File: src/rtl/run_sequencer.sv
// run_sequencer: launches NUM_PROGS programs back-to-back on the processor core.
// Each program pulses core_reset for 2 cycles, holds start for START_CYCLES
// cycles, then counts RUN cycles until ack (or abandons the run at TIMEOUT)
// and reports the count with a one-cycle result_valid pulse.
// Optional build macro SEQ_ACK_SYNC_EN: routes ack through a 2-flop
// synchronizer before any use; every reported count then grows by 2.
module run_sequencer #(
   parameter int NUM_PROGS    = 3,
   parameter int START_CYCLES = 2,
   parameter int TIMEOUT      = 1024,
   parameter int CNT_W        = 16,
   parameter int IDX_W        = 2
) (
   input  logic             clk,
   input  logic             reset,
   input  logic             go,
   input  logic             ack,
   output logic             core_reset,
   output logic             start,
   output logic             busy,
   output logic [IDX_W-1:0] run_idx,
   output logic [CNT_W-1:0] cycles,
   output logic             result_valid,
   output logic             timeout,
   output logic             all_done
);

   // Phase counter spans the longer of CORE_RST (2 cycles) and START_HI.
   localparam int PH_W = (START_CYCLES > 2) ? $clog2(START_CYCLES) : 1;

   typedef enum logic [2:0] {
      S_IDLE,
      S_CORE_RST,
      S_START_HI,
      S_RUN,
      S_REPORT,
      S_DONE
   } state_t;

   state_t           state;
   state_t           next_state;
   logic [PH_W-1:0]  phase;
   logic [CNT_W-1:0] run_cnt;
   logic             ack_use;

`ifdef SEQ_ACK_SYNC_EN
   logic [1:0] ack_sync;

   // Two-stage synchronizer so an ack from another clock domain is safe to use.
   always_ff @(posedge clk or negedge reset) begin
      if (!reset) begin
         ack_sync <= '0;
      end else begin
         ack_sync <= {ack_sync[0], ack};
      end
   end

   assign ack_use = ack_sync[1];
`else
   assign ack_use = ack;
`endif

   // State register; asynchronous clear drops core_reset and start at once.
   always_ff @(posedge clk or negedge reset) begin
      if (!reset) begin
         state <= S_IDLE;
      end else begin
         // NOTE: sequential state always uses non-blocking assignment so every
         // flop samples the pre-edge values regardless of statement order.
         state <= next_state;
      end
   end

   // Next-state decode and Moore outputs.
   always_comb begin
      // NOTE: every signal gets a default before the case so no path through
      // the block leaves it unassigned, which would infer a latch.
      next_state   = state;
      core_reset   = 1'b0;
      start        = 1'b0;
      busy         = 1'b0;
      result_valid = 1'b0;
      all_done     = 1'b0;
      case (state)
         S_IDLE: begin
            if (go) next_state = S_CORE_RST;
         end
         S_CORE_RST: begin
            core_reset = 1'b1;
            busy       = 1'b1;
            if (phase == PH_W'(1)) next_state = S_START_HI;
         end
         S_START_HI: begin
            start = 1'b1;
            busy  = 1'b1;
            if (phase == PH_W'(START_CYCLES - 1)) next_state = S_RUN;
         end
         S_RUN: begin
            busy = 1'b1;
            // ack and the limit in the same cycle both land in REPORT; the
            // datapath decides which one is recorded.
            if (ack_use || run_cnt == CNT_W'(TIMEOUT)) next_state = S_REPORT;
         end
         S_REPORT: begin
            busy         = 1'b1;
            result_valid = 1'b1;
            if (run_idx == IDX_W'(NUM_PROGS - 1)) next_state = S_DONE;
            else                                  next_state = S_CORE_RST;
         end
         S_DONE: begin
            all_done = 1'b1;
            // Waiting for go to drop keeps a held go from relaunching.
            if (!go) next_state = S_IDLE;
         end
         default: next_state = S_IDLE;
      endcase
   end

   // Phase and run counters: both restart whenever their state is entered.
   always_ff @(posedge clk or negedge reset) begin
      if (!reset) begin
         phase   <= '0;
         run_cnt <= '0;
      end else begin
         if ((state == S_CORE_RST || state == S_START_HI) && next_state == state)
            phase <= phase + PH_W'(1);
         else
            phase <= '0;
         // Leaving RUN at the limit means the counter never passes TIMEOUT.
         if (state == S_RUN && next_state == S_RUN)
            run_cnt <= run_cnt + CNT_W'(1);
         else
            run_cnt <= '0;
      end
   end

   // Program index and the reported result; both hold outside their update points.
   always_ff @(posedge clk or negedge reset) begin
      if (!reset) begin
         run_idx <= '0;
         cycles  <= '0;
         timeout <= 1'b0;
      end else begin
         if (state == S_IDLE && next_state == S_CORE_RST)
            run_idx <= '0;
         else if (state == S_REPORT && next_state == S_CORE_RST)
            run_idx <= run_idx + IDX_W'(1);
         if (state == S_RUN && next_state == S_REPORT) begin
            cycles  <= run_cnt;
            timeout <= !ack_use;
         end
      end
   end

endmodule

File: config.mk
export PLATFORM = sky130hd
export DESIGN_NAME = run_sequencer
export DESIGN_NICKNAME = d
export VERILOG_FILES = /design/src/rtl/run_sequencer.sv
export SDC_FILE = /design/constraint.sdc
export NUM_CORES = 1
export LEC_CHECK = 0
export CAP_MARGIN = 20
export CORE_MARGIN = 2
export CORE_UTILIZATION = 55
export DETAILED_ROUTE_END_ITERATION = 6
export PLACE_DENSITY = 0.81
export SYNTH_ARGS = -nofsm -noshare
export SYNTH_HDL_FRONTEND = slang
export SYNTH_SLANG_ARGS = --single-unit
File: constraint.sdc
create_clock -name clk -period 3.6 [get_ports clk]
set_input_delay 0.72 -clock clk [delete_from_list [all_inputs] [get_ports clk]]
set_output_delay 0.72 -clock clk [all_outputs]
set_load 0.005 [all_outputs]
==> impl_metrics.tcl, run 1 <==
set metrics [dict create \
    status "finished clean" \
    slowest_stage "clkdlybuf4s50_1" \
    synth_common_cells "dfrtp_1, nor2_1, mux2_1" \
    maxSlewHeadroom_pct 44.3 \
    die_w_um 61.3 \
    drt_first_pass_iters 5 \
    antenna_found_initial 0 \
    synth-edff-count 0 \
    fp.coreArea_sq_um 3080 \
    crit_fanout 12 \
    vias_per_cell 5.58 \
    yosys.area.top_type "dfrtp_1" \
    clockPowerShare_pct 24.2 \
    min_period_over_period_pct 70.2 \
    synth_seq_cells 39 \
    seqPwrFrac_pct 49.7 \
    initial_core_util_pct 58.7 \
    timing.setup.tns_ns 0 \
    clock_path_buffers 2 \
    drtAntennaViolNets 0 \
    syn-instance-count 159 \
    syn_avg_cell_area_sq_um 11.4 \
    clock_latency_ns 0.36 \
    cp-startpoint "state[2]" \
    required_ns 2.88 \
    fillers 241 \
    ctsResizeCount 0 \
    gp_congestion 0.850 \
    seq_area_frac_synth_pct 54.0 \
    cts_max_level 2 \
    finalSetupViolations 0 \
    portBuffers 27 \
    finalHoldViolCount 0 \
    rows 20 \
    report.final.slew_viol_count 0 \
    crit_arrival_ns 1.81 \
    r2r_start "run_cnt[0]" \
    placed_cells_incl_taps 225 \
    async_reset_ff_share_pct 100 \
    syn_to_final_growth_pct 19.9 \
    hpwl_mm 2.53 \
    peakVddDrop_uv 314 \
    fp.dieH_um 61.3 \
    path_class "flop to primary output" \
    drt_iter0_drc 50 \
    tightestPinTransition_ns 0.835 \
    yosys.area_share.simple_pct 17.7 \
    grt_max_degree 40 \
    synth_area_sq_um 1810 \
    period_needed_ns 2.53 \
    ys.flop_type "dfrtp_1" \
    synth_top_family_by_area "simple AND/OR/NAND/NOR gates" \
    cts_tree "done" \
    nets 195 \
    root_buffer "clkbuf_4" \
    reg2reg_slack_ns 1.15 \
    grt_overflow 0 \
    cp-endpoint "start" \
    rsz0062_at_grt "false" \
    finalNonFillerCells 233 \
    cap_violations 0 \
    fin_util_pct 70.4 \
    cts_buffers 5 \
    drcViolationCount 0 \
    yosysWarnings 0 \
    reg2regPathDepth 7 \
    synth-compound-area-share_pct 5.68 \
    dieArea_sq_um 3760 \
    worstHoldPathType "primary input to async pin" \
    wl_mm 3.62 \
    grt_pass1_wl_mm 5.83 \
    max_stage_delay_ns 0.57 \
    drive_gt1_share_pct 6.35 \
    combPwrFrac_pct 26.1 \
    vias 1300 \
    skew_ns 0.00667 \
    clk_pin_slew_ns 0.11 \
    r2r-end "cycles[14]" \
    cts.sinks 39 \
    p_sw_mw 0.324 \
    end_kind "primary output" \
    synth_top_area_share_pct 54.0 \
    start_kind "flop" \
    cts_hold_buf 0 \
    powerDensity_nw_per_um2 492 \
    num_antenna_cells 0 \
    io_pins 28 \
    synthAdderAreaFrac_pct 2.08 \
    synth_cell_type_count 34 \
    sw_frac_of_total_pct 30.4 \
    grt_use_total_pct 22.3 \
    cts_setup_buffers 0 \
    syn-num-nets 166 \
    critical_path.cell_chain "nor3_1, clkdlybuf4s50_1" \
    synth_mux_area_share_pct 10.6 \
    internal_power_mw 0.741 \
    p_leak_nw 0.966 \
    synthTopCellsByArea "dfrtp_1, mux2_1, nor2_1" \
    grt_pass1_vias 1269 \
    synth_most_common_cell "dfrtp_1" \
    synth-xor-area-share_pct 6.79 \
    avgRoutedWirePerCell_um 15.6 \
    fmax_ghz 0.395 \
]
-- power by group through the flow --
stage	Sequential [mW]	Clock, mW	Combinational [mW]
finish	0.530	0.257	0.278
floorplan	0.513	0	0.186
detailed placement	0.537	0	0.281
CTS	0.529	0.256	0.283
global route	0.536	0.274	0.308
global placement	0.534	0	0.267
-- placed cells by master, fill, tap and decap left out, drive strengths merged, types with 4 or more instances in the layout --
| master | instances |
|---|---|
| and3 | 4 |
| nor2 | 19 |
| nand2 | 7 |
| inv | 5 |
| a21oi | 5 |
| mux2 | 17 |
| clkbuf | 8 |
| xnor2 | 7 |
| nand3 | 7 |
| clkdlybuf4s50 | 26 |
| dfrtp | 39 |
| xor2 | 7 |
| nor3 | 5 |
-- worst max-delay path, delay by kind of cell, from the launching register on --
kind                   cells  cell delay (ns)
buffers and inverters      1             0.57
and+or+nand+nor            1             0.37
DFF                        1             0.52
-- area by class of cell --
type	instances	area (sq um)	area share, %
timing repair buffer	28	273	12.6
sequential	39	976	45.1
tap	44	55.1	2.54
clock buffer	8	68.8	3.18
multi-input combinational	109	774	35.8
inverter	5	18.8	0.867
-- sequential cells by signal, summed over array words and instances, names as in the netlist --
register,flops
cycles,16
run_cnt,16
state,3
run_idx,2
phase,1
timeout,1
-- routing by layer --
layer	wire length (um)	share of wire, %	vias to the layer above	track usage (%)
met5	0	0	-	0
met4	72	2.0	0	13.7
met1	1560	43	641	27.5
met3	163	4.5	11	5.67
li1	-	-	615	-
met2	1830	51	33	35.3
-- stage by stage --
stage	setup WS, ns	area (sq um)	hold slack (ns)	power (mW)
after floorplan	1.77	1810	0.424	0.699
after global routing	0.967	2170	0.512	1.12
after detailed placement	0.978	2100	0.478	0.818
after global placement	1.04	2100	0.468	0.801
after CTS	1.08	2170	0.477	1.07
final	1.07	2170	0.454	1.07
-- cells by family after synthesis --
family | after synthesis
mux | 17
xor+xnor | 14
simple gates | 60
compound gates | 15
fa+ha+maj | 3
buf+inv | 11
flops | 39
-- worst min path at each step --
| stage | from | end | slack (ns) | cells past startpoint |
|---|---|---|---|---|
| 2_1_floorplan | reset | cycles[0] | 0.42 | 0 |
| 3_3_place_gp | phase | phase | 0.47 | 1 |
| 3_5_place_dp | cycles[6] | cycles[6] | 0.48 | 1 |
| 4_1_cts | reset | cycles[4] | 0.48 | 1 |
| 5_1_grt | phase | phase | 0.51 | 1 |
| 6_report | reset | cycles[3] | 0.45 | 1 |
Power figures use the tool's default switching activity.
==> run 2: changes to the inputs <==
- CORE_UTILIZATION: 55 -> 48
- PLACE_DENSITY: 0.81 -> 0.75
- clock period: 3.6 -> 2.2 ns (I/O delays scaled with it)
==> run 2 against run 1 <==
  * Global-route usage shrank 2.7 points
  * Combinational power up 79%
  * Clock power up 88%
  * Sequential share of layout area decreased by 1.5 points
  * Final area increased by 3.5%
  * Via count decreased by 1.0%
  * First-iteration DRC count rose by 4.0%
  * Clock skew shrank 0.00055 ns
  * Flip-flop and latch count unchanged
  * Critical path type unchanged
==> impl_metrics.tcl, run 2 (synthesis gave the netlist of run 1 again) <==
set metrics [dict create \
    crit_arrival_ns 1.65 \
    status "finished clean" \
    reg2reg_slack_ns 0.15 \
    critPathTopFamily "buffers and inverters" \
    rows 22 \
    io_pins 28 \
    finalSetupViolations 0 \
    grt_pass1_wl_mm 6.26 \
    grt_max_degree 40 \
    min_period_over_period_pct 94.9 \
    crit_fanout 12 \
    cts_max_level 2 \
    root_buffer "clkbuf_8" \
    clock_path_buffers 2 \
    maxSlewHeadroom_pct 44.6 \
    initial_core_util_pct 49.7 \
    critical_path.cell_chain "nor3b_2, clkdlybuf4s50_1" \
    finalHoldViolCount 0 \
    cap_violations 0 \
    reg2regPathDepth 7 \
    placed_cells_incl_taps 234 \
    peakVddDrop_uv 489 \
    avgRoutedWirePerCell_um 14.4 \
    nets 200 \
    fp.dieH_um 65.4 \
    gp_congestion 0.796 \
    fp.coreArea_sq_um 3630 \
    portBuffers 27 \
    r2r_start "run_cnt[1]" \
    clock_latency_ns 0.29 \
    critPathBufInv 1 \
    drcViolationCount 0 \
    vias_per_cell 5.34 \
    p_leak_nw 1.00 \
    fin_hold_ws_ns 0.242 \
    path_class "flop to primary output" \
    end_kind "primary output" \
    period_needed_ns 2.09 \
    grt_overflow 0 \
    r2r-end "cycles[2]" \
    dieArea_sq_um 4270 \
    cts_hold_buf 0 \
    cts_buffers 5 \
    drtAntennaViolNets 0 \
    syn_to_final_growth_pct 24.0 \
    fmax_ghz 0.479 \
    antenna_found_initial 0 \
    finalNonFillerCells 241 \
    fin_util_pct 61.7 \
    num_antenna_cells 0 \
    layout_common_cells "dfrtp_1, clkdlybuf4s50_1, nor2_1" \
    drt_first_pass_iters 4 \
    drive_gt1_share_pct 10.9 \
    report.final.slew_viol_count 0 \
    slowest_stage "clkdlybuf4s50_1" \
    cts_tree "done" \
    wl_mm 3.47 \
    vias 1287 \
    cts.sinks 39 \
    start_kind "flop" \
    skew_ns 0.00611 \
    grt_pass1_vias 1326 \
    final_common_cell "dfrtp_1" \
    worstHoldPathType "primary input to async pin" \
    required_ns 1.76 \
    max_stage_delay_ns 0.54 \
    total_power_mw 1.85 \
    powerDensity_nw_per_um2 826 \
    die_w_um 65.4 \
    clk_pin_slew_ns 0.07 \
    hpwl_mm 2.52 \
    tightestPinTransition_ns 0.831 \
    drt_iter0_drc 52 \
    grt_use_total_pct 19.6 \
    largest_registers "cycles x16, run_cnt x16, state x3" \
]
[run 2: cell type report]
class	count	area (sq um)
Clock buffer	6	82.6
Fill cell	318	1390
Timing Repair Buffer	33	310
Clock inverter	1	5.00
Multi-Input combinational cell	109	787
Tap cell	48	60.1
Sequential cell	39	977
Inverter	5	18.8
[run 2: power by group]
part	leakage [nW]	switching (mW)	internal, mW
Clock	0.0470	0.237	0.246
Combinational	0.418	0.217	0.280
Sequential	0.537	0.0904	0.780
Total	1.00	0.544	1.31
[run 2: per-layer routing]
| layer | share of wire, % | wire length [um] | global-route usage, % | vias up |
|---|---|---|---|---|
| li1 | - | - | - | 629 |
| met1 | 45 | 1560 | 25.4 | 619 |
| met2 | 48 | 1660 | 30.7 | 33 |
| met3 | 5.3 | 183 | 5.99 | 6 |
| met4 | 1.9 | 65 | 7.81 | 0 |
| met5 | 0 | 0 | 0 | - |
[run 2: worst max-delay path by stage]
stage                     from         end  slack [ns]  cells after the start
finish                state[2]  core_reset        0.11                      2
global route          state[2]  core_reset     -0.0007                      2
CTS                   state[2]       start       0.001                      2
detailed placement  run_cnt[1]   cycles[2]        0.12                      7
global placement    run_cnt[1]  cycles[12]        0.25                      7
floorplan           run_cnt[0]   cycles[8]        0.37                      8
[run 2: timing repair]
item | CTS | global route
gates resized for setup | 1 | 3
endpoints found under the setup margin | 1 | 3
setup buffers | 0 | 0
[run 2: metrics by stage]
| step | setup TNS, ns | cell area, sq um | worst slack, ns |
|---|---|---|---|
| after floorplan | 0 | 1810 | 0.374 |
| after global placement | 0 | 2140 | 0.246 |
| final | 0 | 2240 | 0.111 |
| after CTS | 0 | 2230 | 0.00130 |
| after detailed placement | 0 | 2140 | 0.122 |
| after global routing | -0.000706 | 2240 | -0.000706 |
